--- src/rtl/serial_subtractor.sv ---
// -----------------------------------------------------------------------------
// serial_subtractor
//   Bit-serial subtractor, DIFF = A - B, processed LSB first through a single
//   full-subtractor cell and a borrow flip-flop. This is the low-area
//   subtract/compare path for the ALU and mirrors the ripple full-adder
//   datapath in the opposite direction.
//
//   An accepted start captures the operands. WIDTH bit-cycles follow, then
//   done pulses for one cycle with diff/borrow_out valid. diff and borrow_out
//   hold their values until the last bit-edge of the next operation.
//
//   Optional build macro: SERSUB_FLAGS_EN adds the zero and overflow flag
//   ports. They update together with diff.
//
//   state | meaning
//   ------+----------------------------------------------------------
//   IDLE  | waiting for start
//   SHIFT | one operand bit per edge, busy=1
//   DONE  | result valid, done=1 for one cycle; start accepted here too
//
// Ports:
//   clk        rising-edge clock
//   rst_n      asynchronous active-low reset
//   start      request, sampled only when not busy
//   a, b       minuend / subtrahend, captured at the accepting edge
//   busy       bit-cycles in progress
//   done       one-cycle pulse, result valid
//   diff       A - B modulo 2^WIDTH
//   borrow_out final borrow (unsigned A < B)
//   zero       diff == 0              (SERSUB_FLAGS_EN only)
//   overflow   signed overflow of A-B (SERSUB_FLAGS_EN only)
// -----------------------------------------------------------------------------
module serial_subtractor #(
   parameter  int WIDTH = 8,
   localparam int CNT_W = $clog2(WIDTH + 1)
) (
   input  logic             clk,
   input  logic             rst_n,
   input  logic             start,
   input  logic [WIDTH-1:0] a,
   input  logic [WIDTH-1:0] b,
   output logic             busy,
   output logic             done,
   output logic [WIDTH-1:0] diff,
   output logic             borrow_out
`ifdef SERSUB_FLAGS_EN
   ,
   output logic             zero,
   output logic             overflow
`endif
);

   typedef enum logic [1:0] {IDLE, SHIFT, DONE} state_t;

   state_t           state, state_nxt;
   logic [WIDTH-1:0] a_sh, b_sh, res_sh;
   logic [WIDTH-1:0] res_nxt;
   logic             bor, bor_nxt;
   logic             a0, b0, d;
   logic [CNT_W-1:0] count;
   logic             last_bit;
   logic             accept;

`ifdef SERSUB_FLAGS_EN
   logic             a_msb, b_msb;
`endif

   // single full-subtractor cell
   assign a0      = a_sh[0];
   assign b0      = b_sh[0];
   assign d       = a0 ^ b0 ^ bor;
   assign bor_nxt = (~a0 & b0) | (~(a0 ^ b0) & bor);
   // result fills from the MSB end so the first (LSB) bit lands at bit 0
   // after WIDTH shifts
   assign res_nxt = {d, res_sh[WIDTH-1:1]};

   assign last_bit = (count == CNT_W'(WIDTH - 1));
   assign accept   = start && (state != SHIFT);

   always_ff @(posedge clk or negedge rst_n) begin
      if (!rst_n) begin
         state <= IDLE;
      end else begin
         state <= state_nxt;
      end
   end

   always_comb begin
      state_nxt = state;
      busy      = 1'b0;
      done      = 1'b0;
      case (state)
         IDLE: begin
            if (start) begin
               state_nxt = SHIFT;
            end
         end
         SHIFT: begin
            busy = 1'b1;
            if (last_bit) begin
               state_nxt = DONE;
            end
         end
         DONE: begin
            done = 1'b1;
            if (start) begin
               state_nxt = SHIFT;
            end else begin
               state_nxt = IDLE;
            end
         end
         default: begin
            state_nxt = IDLE;
         end
      endcase
   end

   always_ff @(posedge clk or negedge rst_n) begin
      if (!rst_n) begin
         a_sh       <= '0;
         b_sh       <= '0;
         res_sh     <= '0;
         bor        <= 1'b0;
         count      <= '0;
         diff       <= '0;
         borrow_out <= 1'b0;
`ifdef SERSUB_FLAGS_EN
         a_msb      <= 1'b0;
         b_msb      <= 1'b0;
         zero       <= 1'b0;
         overflow   <= 1'b0;
`endif
      end else if (accept) begin
         a_sh   <= a;
         b_sh   <= b;
         res_sh <= '0;
         bor    <= 1'b0;
         count  <= '0;
`ifdef SERSUB_FLAGS_EN
         // operand MSBs are shifted out of a_sh/b_sh, so keep them for the
         // overflow flag
         a_msb  <= a[WIDTH-1];
         b_msb  <= b[WIDTH-1];
`endif
      end else if (state == SHIFT) begin
         a_sh   <= {1'b0, a_sh[WIDTH-1:1]};
         b_sh   <= {1'b0, b_sh[WIDTH-1:1]};
         res_sh <= res_nxt;
         bor    <= bor_nxt;
         count  <= count + 1'b1;
         if (last_bit) begin
            diff       <= res_nxt;
            borrow_out <= bor_nxt;
`ifdef SERSUB_FLAGS_EN
            zero       <= (res_nxt == '0);
            // d is the MSB of the final difference on the last bit-edge
            overflow   <= (a_msb != b_msb) && (d != a_msb);
`endif
         end
      end
   end

endmodule

--- config.mk ---
export PLATFORM = sky130hd
export DESIGN_NAME = serial_subtractor
export DESIGN_NICKNAME = d
export VERILOG_FILES = /design/src/rtl/serial_subtractor.sv
export SDC_FILE = /design/constraint.sdc
export NUM_CORES = 1
export LEC_CHECK = 0
export CORE_MARGIN = 8
export CORE_UTILIZATION = 49
export CTS_CLUSTER_DIAMETER = 40
export DETAILED_ROUTE_END_ITERATION = 7
export GPL_ROUTABILITY_DRIVEN = 0
export HOLD_SLACK_MARGIN = 0.08
export PLACE_DENSITY = 0.73
export SLEW_MARGIN = 10
export SYNTH_ARGS = -nofsm -noshare
export SYNTH_HDL_FRONTEND = slang
export SYNTH_SLANG_ARGS = --single-unit
--- constraint.sdc ---
create_clock -name clk -period 2 [get_ports clk]
set_input_delay 0.2 -clock clk [delete_from_list [all_inputs] [get_ports clk]]
set_output_delay 0.2 -clock clk [all_outputs]
set_load 0.01 [all_outputs]
==> Word level (Yosys, flattened, before mapping) <==
Index checks and enable logic that the tools add are counted.
{ "classes": {"reduce_logical": 5, "n_mux": 16, "bitwise": 8, "addsub": 1, "eq_ne": 6} }
{ "op_table": {"columns": ["operator", "count"], "rows": [
  ["2-to-1 mux 8 bit", 6],
  ["2-to-1 mux 4 bit", 2],
  ["one-hot mux 2 bit (3 select lines)", 1],
  ["2-to-1 mux 1 bit", 5],
  ["adder 4 x 1 -> 4 bit (second input constant)", 1],
  ["equality test 4 x 3 -> 1 bit (second input constant)", 1],
  ["2-to-1 mux 2 bit", 2],
  ["inequality test 2 bit (second input constant)", 2],
  ["inverter 1 bit", 3],
  ["AND reduction 3 bit", 1],
  ["bitwise AND 1 bit", 2],
  ["equality test 2 x 1 -> 1 bit (second input constant)", 1],
  ["equality test 2 bit (second input constant)", 1],
  ["logical NOT 2 bit", 1],
  ["inequality test 2 x 1 -> 1 bit (second input constant)", 1],
  ["AND reduction 2 bit", 1],
  ["nonzero test 2 bit", 1],
  ["bitwise XOR 1 bit", 2],
  ["logical AND 1 bit", 1],
  ["bitwise OR 1 bit", 1]
]} }
{ "totals": {"out_inout_bits": 11, "regBits": 40, "in_bits": 19, "word_cells": 44} }

==> Longest topological paths before layout <==
{ "depth": {"depth_word": 6, "mapped_depth": 7} }

==> Least setup slack after synthesis <==
OpenSTA, ideal clock, no wires.
{ "synth_path": {"path_kind": "register -> register", "from": "register state[1]", "to": "register diff[0]", "path_stages_with_launch": 5, "setup_time_ns": 0.125, "t_required_ns": 1.875, "t_arrival_ns": 1.332, "setup_slack_ns": 0.543, "path_buffers": 1, "path_cell_list": "dfrtp_1 nand2b_1 buf_6 nor3_4 mux2_2"} }
{ "synth_between": {"elab_chain_cells": 4, "word_cells_on_any_way": 5} }
{ "synth_rtl": {"columns": ["element", "line_no", "text"], "rows": [
  ["start, declared", "55", "state_t state, state_nxt;"],
  ["start signal, assigned", "84", "state <= state_nxt;"],
  ["inequality test 2 x 1 -> 1 bit", "78", "assign accept = start && (state != SHIFT);"],
  ["logical AND 1 bit", "78", null],
  ["inverter 1 bit (no source line)", null, null],
  ["AND reduction 3 bit (no source line) (*)", null, null],
  ["end signal, assigned", "152", "diff <= res_nxt;"],
  ["end, declared", "44", "output logic [WIDTH-1:0] diff,"]
]} }
Mark *: on every way between the ends. The rest lies on a longest branch, timed or not.
A chain may end at the register's enable or synchronous reset.

==> Final worst setup path <==
{ "layout_path": {"from": "register state[1]", "to": "output port busy"} }
{ "layout_between": {"elab_chain_cells": 2} }
{ "layout_rtl": {"columns": ["element", "line_no", "text"], "rows": [
  ["equality test 2 x 1 -> 1 bit", "92", "case (state)"],
  ["2-to-1 mux 1 bit", "92", null],
  ["end, declared", "42", "output logic busy,"]
]} }
Every way passes these cells.

==> out/qor.txt <==
Final clock skew - 0.0132 ns
Num CTS Buffers - 5
Mapped Cells - 151
Final setup viols - 0
Min-delay worst type - input port to register
Commonest non-fill, non-tap cell in the layout - dfrtp_1
CP max stage cell - clkdlybuf4s50_1
Min-delay src - a[7]
Relative slew slack - 0.433
Clk root buf - clkbuf_4
Post-Syn Area - 1680 sq um
Die area - 5550 sq um
Measured slew at the worst slew-check pin - 0.851 ns
Global-route wire length before repair - 5260 um
CTS tree - yes
Initial DRC count - 65
FF/Latch Area - 976 sq um
Fraction of layout instances using a drive strength above 1 - 0.126
Max cap viols - 0
Sequential share of power - 0.460
Fraction of power spent switching nets - 0.339
Crit end category - primary output
Lkg Pwr - 0.938 nW
Part of the power in the clock network - 0.181
Synthesized Nets - 172
Antenna violations before repair - 0
Hold Path Depth - 3
Critical path class - register to primary output
Sequential cell area fraction in the yosys report - 0.583
WHS Endpoint - a_sh[7]$_DFFE_PN0P_
CTS Buffer Depth - 2
Commonest non-fill, non-tap cells in the layout - dfrtp_1 (39), nand2_1 (32), clkdlybuf4s50_1 (28), o21ai_0 (27), mux2i_1 (18)
Largest net degree at the start of global routing - 40
Vias in the first global route - 1184
Switching Power - 0.977 mW
Unrepaired setup endpoints after global routing - false
Final Cycle Share - 0.948
Syn. warnings - 0
Worst-path clk slew - 0.13 ns
Worst R2R Setup Slack - 0.38 ns
Max VDD drop - 0.647 mV
Comb pwr share - 0.359
Max Slew Vio Count - 0
Hpwl dp - 2200 um
Avg WL per Cell - 13.4 um
Clk_lat worst skew - 0.35 ns
CP Data Arrival Time - 1.70 ns
DP Worst Slack - 0.335 ns
Post-synthesis mux area share - 0.168
DRC violations left - 0
PortBufs - 29
Final worst setup slack - 0.103 ns
Die width - 74.5 um
Core Area - 3310 sq um
Xor/xnor cell area share of the yosys netlist - 0.00523
Synth Area in Compound Gates - 0.0807
Final WL - 3070 um
Nets - 203
CP Data Required Time - 1.80 ns
Largest family of logic cells by synthesized area - multiplexers
Vias/cell - 5.07
Simple-gate area share of the yosys netlist - 0.105
Row count - 21
Minimum clock period - 1.90 ns
Die H - 74.5 um
Yosys cell types - 17
Crit Path Max Fanout - 8
Drt first pass iters - 4
Final Hold Fails - 0
PD cells - 1380 nW/um^2
Worst r2r path cells - 3
H-Tree Depth - 2
Achievable frequency - 527 MHz
R2r startpoint - state[1]$_DFFE_PN0P_
Pint - 1.90 mW
Synth-to-layout area growth - 24.6%
# fillers - 292
Startpoint class of the critical path - register
Sequence of cells on the critical path - nand2b_2 > inv_1 > clkdlybuf4s50_1
CP peak stage delay - 0.56 ns
Syn avg cell area - 11.1 sq um
Setup TNS - 0 ns
DRT antenna net count - 0
Clock sink count - 39
Reg-to-Reg End - diff[7]$_DFFE_PN0P_
Num ports - 30
Via count - 1160
# diodes - 0
Multi-input gate area - 637 sq um
Synth Register Bits - 39
Post-CTS setup buffer count - 0
Initial Util - 0.506
Outcome - finished, final reports clean
Adder-cell share of the synthesized area - 0.0194
Gr usage total - 0.124
Grt total ovfl - 0
## routing by layer
layer	global-route usage	wire, um
met5	0	0
met4	0.0587	46
met3	0.0391	140
met2	0.204	1510
met1	0.143	1380
## worst max-delay path, delay by kind of cell (launching register included)
| family | cells | cell delay [ns] |
|---|---|---|
| buf+inv | 2 | 0.70 |
| simple gates | 1 | 0.25 |
| flops | 1 | 0.39 |
## Yosys cell counts
master,number,share of area
nand2_1,32,0.072
inv_1,5,0.011
nand3_1,4,0.012
buf_6,1,0.0067
mux2_2,9,0.060
nor2b_1,1,0.0037
clkbuf_1,4,0.0090
ha_1,1,0.0075
nand2b_1,1,0.0037
nor2_1,2,0.0045
mux2i_1,18,0.11
nor3_4,1,0.0097
fa_1,1,0.012
dfrtp_1,39,0.58
o21ai_0,27,0.081
buf_2,4,0.012
xor2_1,1,0.0052
## worst max-delay path by stage
stage          cells past startpoint                   to                 start
2_1_floorplan                      4  diff[0]$_DFFE_PN0P_  state[1]$_DFFE_PN0P_
3_3_place_gp                       3  diff[6]$_DFFE_PN0P_  state[1]$_DFFE_PN0P_
3_5_place_dp                       3  diff[0]$_DFFE_PN0P_  state[1]$_DFFE_PN0P_
4_1_cts                            3                 busy  state[1]$_DFFE_PN0P_
5_1_grt                            3                 busy  state[1]$_DFFE_PN0P_
6_report                           3                 busy  state[1]$_DFFE_PN0P_
## cell type report
type | count | share of cell area
clock buffer | 5 | 0.0180
timing repair buffer | 33 | 0.152
clock inverter | 3 | 0.0210
multi-input combinational | 98 | 0.305
tap | 46 | 0.0276
inverter | 5 | 0.00899
sequential | 39 | 0.467
## repair_timing
action | CTS | global route
hold endpoints to repair | 39 | 0
gates resized for setup | 0 | 1
endpoints found under the setup margin | 0 | 1
hold buffers | 1 | 0
## flip-flops by register name, summed over array words and instances, names as in the netlist
name / cells
bor: 1
borrow_out: 1
count: 4
diff: 8
state: 2
a_sh: 8
res_sh: 7
b_sh: 8
## stage by stage
stage / cell area [sq um] / hold WS [ns] / cells / util / power [mW]
floorplan: 1680 / -0.0956 / 151 / - / 1.96
global placement: 1990 / 0.346 / 220 / 0.602 / 2.33
detailed placement: 1990 / 0.359 / 220 / 0.602 / 2.39
CTS: 2090 / 0.448 / 229 / 0.630 / 2.93
global route: 2090 / 0.484 / 229 / 0.631 / 3.12
finish: 2090 / 0.464 / 229 / 0.631 / 2.88
## kinds of logic (layout without fill, tap and decap cells)
family / after synthesis / in the layout
simple gates: 41 / 41
flops: 39 / 39
compound gates: 27 / 27
mux: 27 / 27
buf+inv: 14 / 46
fa+ha+maj: 2 / 2
xor+xnor: 1 / 1
## power groups by stage
| stage | Clock [mW] | Combinational (mW) | Sequential [mW] |
|---|---|---|---|
| 2_1_floorplan | 0 | 0.626 | 1.34 |
| 3_3_place_gp | 0 | 1.01 | 1.33 |
| 3_5_place_dp | 0 | 1.05 | 1.34 |
| 4_1_cts | 0.543 | 1.05 | 1.33 |
| 5_1_grt | 0.581 | 1.16 | 1.37 |
| 6_report | 0.523 | 1.03 | 1.33 |
Note: power is estimated with default switching activity, not from simulation.
